[src/rtl/spi_txn_arbiter_pkg.sv]
// Shared constants for the SPI transaction arbiter: FSM encoding, frame widths, R/W mode bits.
package spi_arb_pkg;

    localparam int unsigned CMD_W  = 16;
    localparam int unsigned DATA_W = 8;

    localparam logic [1:0] ST_IDLE    = 2'd0;
    localparam logic [1:0] ST_XFER    = 2'd1;
    localparam logic [1:0] ST_RELEASE = 2'd2;

    localparam int unsigned CMD_RW_BIT = 15;
    localparam int unsigned CMD_MB_BIT = 14;
    localparam logic        READ_MODE  = 1'b1;
    localparam logic        WRITE_MODE = 1'b0;

    typedef struct packed {
        logic       rw;
        logic       mb;
        logic [5:0] addr;
        logic [7:0] wdata;
    } spi_cmd_t;

    function automatic logic is_read(input spi_cmd_t cmd);
        return cmd.rw == READ_MODE;
    endfunction

endpackage

[src/rtl/spi_txn_arbiter_if.sv]
// Requester and SPI-engine bundle for spi_txn_arbiter; slave = arbiter side, master = requesters/engine.
interface spi_txn_arbiter_if
    import spi_arb_pkg::*;
#(
    parameter int unsigned NREQ = 3
);

    logic [NREQ-1:0]       iREQ;
    logic [NREQ*CMD_W-1:0] iCMD;
    logic [NREQ-1:0]       oGNT;
    logic [NREQ-1:0]       oDONE;
    logic [DATA_W-1:0]     oRDATA;
    logic [CMD_W-1:0]      oP2S_DATA;
    logic                  oSPI_GO;
    logic                  iSPI_END;
    logic [DATA_W-1:0]     iS2P_DATA;
    logic                  oBUSY;
    logic                  oTIMEOUT;

    modport slave (
        input  iREQ, iCMD, iSPI_END, iS2P_DATA,
        output oGNT, oDONE, oRDATA, oP2S_DATA, oSPI_GO, oBUSY, oTIMEOUT
    );

    modport master (
        output iREQ, iCMD, iSPI_END, iS2P_DATA,
        input  oGNT, oDONE, oRDATA, oP2S_DATA, oSPI_GO, oBUSY, oTIMEOUT
    );

endinterface

[src/rtl/spi_txn_arbiter_rr_pick.sv]
// Combinational round-robin picker: first set request at or above ptr, wrapping modulo NREQ.
module rr_pick #(
    parameter int unsigned NREQ  = 3,
    parameter int unsigned PTR_W = $clog2(NREQ)
) (
    input  logic [NREQ-1:0]  req,
    input  logic [PTR_W-1:0] ptr,
    output logic [NREQ-1:0]  gnt,
    output logic [PTR_W-1:0] idx,
    output logic             valid
);

    always_comb begin
        int unsigned pos;
        gnt   = '0;
        idx   = '0;
        valid = 1'b0;
        pos   = 0;
        for (int unsigned off = 0; off < NREQ; off++) begin
            pos = (32'(ptr) + off) % NREQ;
            if (!valid && req[pos]) begin
                valid    = 1'b1;
                gnt[pos] = 1'b1;
                idx      = PTR_W'(pos);
            end
        end
    end

endmodule

[src/rtl/spi_txn_arbiter.sv]
// Round-robin arbiter sharing one SPI transaction engine among NREQ requesters.
// Optional transfer watchdog enabled by defining SPI_ARB_TIMEOUT_EN.
module spi_txn_arbiter
    import spi_arb_pkg::*;
#(
    parameter int unsigned NREQ        = 3,
    parameter int unsigned TIMEOUT_CYC = 1023
) (
    input  logic                iSPI_CLK,
    input  logic                iRSTN,
    spi_txn_arbiter_if.slave    bus
);

    localparam int unsigned PTR_W = $clog2(NREQ);

    logic [1:0]       state;
    logic [PTR_W-1:0] ptr;
    logic [PTR_W-1:0] win_idx;
    logic [NREQ-1:0]  pick_gnt;
    logic [PTR_W-1:0] pick_idx;
    logic             pick_valid;

`ifdef SPI_ARB_TIMEOUT_EN
    localparam int unsigned CNT_W = $clog2(TIMEOUT_CYC + 1);
    logic [CNT_W-1:0] tmo_cnt;
`else
    logic unused_timeout_cfg;
    assign unused_timeout_cfg = ^TIMEOUT_CYC;
    assign bus.oTIMEOUT       = 1'b0;
`endif

    rr_pick #(
        .NREQ  (NREQ),
        .PTR_W (PTR_W)
    ) u_pick (
        .req   (bus.iREQ),
        .ptr   (ptr),
        .gnt   (pick_gnt),
        .idx   (pick_idx),
        .valid (pick_valid)
    );

    assign bus.oBUSY = (state != ST_IDLE);

    always_ff @(posedge iSPI_CLK or negedge iRSTN) begin
        if (!iRSTN) begin
            state         <= ST_IDLE;
            ptr           <= '0;
            win_idx       <= '0;
            bus.oGNT      <= '0;
            bus.oDONE     <= '0;
            bus.oRDATA    <= '0;
            bus.oP2S_DATA <= '0;
            bus.oSPI_GO   <= 1'b0;
`ifdef SPI_ARB_TIMEOUT_EN
            bus.oTIMEOUT  <= 1'b0;
            tmo_cnt       <= '0;
`endif
        end else begin
            bus.oDONE <= '0;
`ifdef SPI_ARB_TIMEOUT_EN
            bus.oTIMEOUT <= 1'b0;
`endif
            case (state)
                ST_IDLE: begin
                    if (pick_valid) begin
                        state         <= ST_XFER;
                        win_idx       <= pick_idx;
                        bus.oGNT      <= pick_gnt;
                        bus.oP2S_DATA <= bus.iCMD[32'(pick_idx)*CMD_W +: CMD_W];
                        bus.oSPI_GO   <= 1'b1;
`ifdef SPI_ARB_TIMEOUT_EN
                        tmo_cnt       <= '0;
`endif
                    end
                end
                ST_XFER: begin
                    // oGNT is one-hot, so it doubles as the done-pulse mask for the winner
                    if (bus.iSPI_END) begin
                        state       <= ST_RELEASE;
                        bus.oRDATA  <= bus.iS2P_DATA;
                        bus.oSPI_GO <= 1'b0;
                        bus.oDONE   <= bus.oGNT;
`ifdef SPI_ARB_TIMEOUT_EN
                    end else if (tmo_cnt == CNT_W'(TIMEOUT_CYC - 1)) begin
                        state        <= ST_RELEASE;
                        bus.oRDATA   <= '0;
                        bus.oSPI_GO  <= 1'b0;
                        bus.oDONE    <= bus.oGNT;
                        bus.oTIMEOUT <= 1'b1;
                    end else begin
                        tmo_cnt <= tmo_cnt + 1'b1;
`endif
                    end
                end
                ST_RELEASE: begin
                    state    <= ST_IDLE;
                    bus.oGNT <= '0;
                    ptr      <= (32'(win_idx) == NREQ - 1) ? '0 : win_idx + 1'b1;
                end
                default: state <= ST_IDLE;
            endcase
        end
    end

endmodule
[src/flat_wrapper.sv]
// flat-port wrapper written by rule: the top's interface ports become plain ports
module spi_txn_arbiter_flat import spi_arb_pkg::*;
#(
    parameter int unsigned NREQ        = 3,
    parameter int unsigned TIMEOUT_CYC = 1023
)
  (iSPI_CLK, iRSTN, bus_iREQ, bus_iCMD, bus_iSPI_END, bus_iS2P_DATA, bus_oGNT, bus_oDONE, bus_oRDATA, bus_oP2S_DATA, bus_oSPI_GO, bus_oBUSY, bus_oTIMEOUT);
  spi_txn_arbiter_if #(.NREQ(NREQ)) bus_i ();
  input  logic iSPI_CLK;
  input  logic iRSTN;
  input wire logic [$bits(bus_i.iREQ)-1:0] bus_iREQ;
  input wire logic [$bits(bus_i.iCMD)-1:0] bus_iCMD;
  input wire logic [$bits(bus_i.iSPI_END)-1:0] bus_iSPI_END;
  input wire logic [$bits(bus_i.iS2P_DATA)-1:0] bus_iS2P_DATA;
  output wire logic [$bits(bus_i.oGNT)-1:0] bus_oGNT;
  output wire logic [$bits(bus_i.oDONE)-1:0] bus_oDONE;
  output wire logic [$bits(bus_i.oRDATA)-1:0] bus_oRDATA;
  output wire logic [$bits(bus_i.oP2S_DATA)-1:0] bus_oP2S_DATA;
  output wire logic [$bits(bus_i.oSPI_GO)-1:0] bus_oSPI_GO;
  output wire logic [$bits(bus_i.oBUSY)-1:0] bus_oBUSY;
  output wire logic [$bits(bus_i.oTIMEOUT)-1:0] bus_oTIMEOUT;
  assign bus_i.iREQ = bus_iREQ;
  assign bus_i.iCMD = bus_iCMD;
  assign bus_i.iSPI_END = bus_iSPI_END;
  assign bus_i.iS2P_DATA = bus_iS2P_DATA;
  assign bus_oGNT = bus_i.oGNT;
  assign bus_oDONE = bus_i.oDONE;
  assign bus_oRDATA = bus_i.oRDATA;
  assign bus_oP2S_DATA = bus_i.oP2S_DATA;
  assign bus_oSPI_GO = bus_i.oSPI_GO;
  assign bus_oBUSY = bus_i.oBUSY;
  assign bus_oTIMEOUT = bus_i.oTIMEOUT;
  spi_txn_arbiter #(.NREQ(NREQ), .TIMEOUT_CYC(TIMEOUT_CYC)) u_core (.iSPI_CLK(iSPI_CLK), .iRSTN(iRSTN), .bus(bus_i));
endmodule
[config.mk]
export PLATFORM = sky130hd
export DESIGN_NAME = spi_txn_arbiter_flat
export DESIGN_NICKNAME = d
export VERILOG_FILES = /design/src/rtl/spi_txn_arbiter_pkg.sv /design/src/rtl/spi_txn_arbiter_if.sv /design/src/rtl/spi_txn_arbiter_rr_pick.sv /design/src/rtl/spi_txn_arbiter.sv /design/src/flat_wrapper.sv
export SDC_FILE = /design/constraint.sdc
export NUM_CORES = 1
export LEC_CHECK = 0
export CORE_MARGIN = 8
export CORE_UTILIZATION = 35
export DETAILED_ROUTE_END_ITERATION = 16
export GPL_TIMING_DRIVEN = 0
export PLACE_DENSITY = 0.68
export SLEW_MARGIN = 20
export SYNTH_ARGS = -nofsm -noshare
export SYNTH_HDL_FRONTEND = slang
export SYNTH_SLANG_ARGS = --single-unit
[constraint.sdc]
create_clock -name iSPI_CLK -period 2.9 [get_ports iSPI_CLK]
set_input_delay 0.58 -clock iSPI_CLK [delete_from_list [all_inputs] [get_ports iSPI_CLK]]
set_output_delay 0.58 -clock iSPI_CLK [all_outputs]
set_load 0.1 [all_outputs]
==> flow_summary.toml <==
[status]
outcome = "finished clean"

[floorplan]
pin_count = 95
rows = 29
start_util_pct = 35.59
die_w_um = 95.66
core-area_um2 = 6241
die_h_um = 95.66
die_area_um2 = 9150

[setup_path]
crit_path_start_kind = "primary input"
crit_type = "in2reg"
worstPathArrival_ns = 2.78
cp_max_fo = 10
slowest_delay_ns = 0.64
crit_slowest_cell = "clkdlybuf4s50_1"
path_delay_family = "multiplexers"
critPathRequiredTime_ns = 3.07
crit_path_end_kind = "flip-flop"
cp_cell_sequence = "clkdlybuf4s50_1, mux2i_1, mux2_4, a31oi_4, buf_8, mux2_1, o221a_1"
critPathBufInv = 2

[global_route]
grt_overflow_total = 0
grt_usage_pct = 13.95
grt_pass1_wl_um = 10130
grt_max_degree = 25
grt_pass1_vias = 1973
antenna_found_initial = 0

[sta]
fin_crit_ns = 2.609
period_share_pct = 89.96
tightestPinTransition_ns = 1.013
rsz0062_at_grt = "false"
slew_viol_final = 0
fmax_ghz = 0.3833
fin_worst_skew_ns = 0.006986
setup_viol_count_final = 0
hold_violations = 0
slew_headroom_pct = 32.28

[final_layout]
nets = 370
antenna_cells = 0
stdcell_area_um2 = 3351
drive_gt1_share_pct = 12.17
area_delta_synth_final_pct = 50.87

[logic_synthesis]
synth_top_area_cell = "dfrtp_1"
syn_area_um2 = 2221
async_flop_share_pct = 100.0
synthCells = 204
yosys-top-cells-count = "37 x dfrtp_1, 33 x nand2_1, 16 x o221a_1"
netlist-cell-type-count = 53
yosysSeqAreaShare_pct = 41.69
synth_edf_count = 0
synth_ff_type = "dfrtp_1"
syn_nets = 270
yosys_warnings = 0
synth_top_area_share_pct = 41.69
ys_seq_elements = 37
ys_top_cells_by_area = "dfrtp_1 42%, o221a_1 8.1%, mux2_1 7.6%"
synth.avg_cell_area_um2 = 10.89
yosysMostFrequentCell = "dfrtp_1"

[placed_design]
placed_cell_area_um2 = 3261
numPortBuffers = 92
dp_hpwl_um = 5037
finalWeightedCongestion = 0.8314

[route]
wl_per_cell_um = 16.79
drtPass1Iterations = 4
drt_wl_total_um = 6398
vias = 1917
viasPerCell = 5.031
ant_nets = 0
drc = 0
drt_iter0_drc = 114

[clocking]
cts.sinks = 37
numCtsBuffers = 5
cts_setup_buffers = 0
clk_latency_ns = 0.29
cts_repair_resize_count = 0
cts_hold_buffers = 0
root_buffer = "clkbuf_8"
cts_max_level = 2
clk_pin_slew_ns = 0.07
cts_max_path_buffers = 2
cts_tree = "done"

[run]
cap_violations = 0

[hold_path]
worstHoldPathType = "in2async"
==> cell usage in the layout (no fill, tap or decap), types with 3 or more instances in the layout <==
cell type,count
a31oi_1,3
and2_1,4
buf_4,4
buf_6,3
clkbuf_8,6
clkdlybuf4s50_1,91
dfrtp_1,37
ha_1,4
inv_1,8
mux2_1,15
mux2i_1,3
nand2_1,33
nand2b_1,12
nand3b_1,4
nor2_1,4
o21ai_0,4
o221a_1,16
or2b_1,9
==> per-layer routing <==
layer | wire (um) | track usage, % | part of all wire (%) | vias to the layer above
li1 | - | - | - | 933
met3 | 594 | 4.724 | 9.3 | 4
met2 | 2889 | 22.91 | 45 | 76
met1 | 2880 | 17.23 | 45 | 904
met5 | 0 | 0 | 0 | -
met4 | 33 | 3.201 | 0.52 | 0
==> registers in the layout (all words and copies together) (netlist names) <==
register and count:
u_core.ptr 2, u_core.state 2, u_core.bus.oSPI_GO 1, u_core.bus.oDONE 3
u_core.bus.oGNT 3, u_core.win_idx 2, u_core.bus.oP2S_DATA 16, u_core.bus.oRDATA 8
==> worst paths after layout <==
| kind | cells past startpoint | to | start | slack (ns) |
|---|---|---|---|---|
| setup / recovery | 7 | u_core.bus.oP2S_DATA[11] | bus_iREQ[0] | 0.29 |
| hold / removal | 1 | u_core.bus.oP2S_DATA[7] | iRSTN | 0.19 |
| setup reg to reg | 9 | u_core.bus.oP2S_DATA[11] | u_core.ptr[1] | 0.37 |
| hold reg to reg | 2 | u_core.bus.oRDATA[2] | u_core.bus.oRDATA[2] | 0.48 |
| max in group asynchronous | 2 | u_core.bus.oGNT[1] | iRSTN | 2.26 |
| min in group iSPI_CLK | 2 | u_core.bus.oRDATA[2] | u_core.bus.oRDATA[2] | 0.48 |
==> layout make-up <==
class                      count  area [um^2]
buffer                        12        106.4
clock buffer                   6        82.58
clock inverter                 1        7.507
fill                         580         2890
inverter                       8        30.03
multi-input combinational    147         1159
sequential                    37        925.9
tap                           77        96.34
timing repair buffer          93        943.4
==> cell families after synthesis <==
family          Yosys count  share of synthesized area (%)
simple gates             78                          19.77
fa+ha+maj                 4                          2.254
compound gates           44                          19.66
mux                      20                          10.31
buf+inv                  20                          6.141
flops                    37                          41.69
other cells               1                         0.1689
==> stage by stage <==
step | instances | setup WS (ns) | hold WS [ns] | setup TNS (ns) | utilization (%)
4_1_cts | 381 | 0.3026 | 0.2011 | 0 | 53.69
5_1_grt | 381 | 0.1731 | 0.2143 | 0 | 53.69
3_3_place_gp | 373 | -0.001623 | 0.4514 | -0.001623 | 51.88
2_1_floorplan | 204 | 0.6276 | 0.2844 | 0 | -
3_5_place_dp | 374 | -0.003270 | 0.4614 | -0.003270 | 52.25
6_report | 381 | 0.2913 | 0.1937 | 0 | 53.69
Power is left out: the tool's default activity adds up to more than one toggle a clock period on the data nets, which glitch-free logic cannot reach.
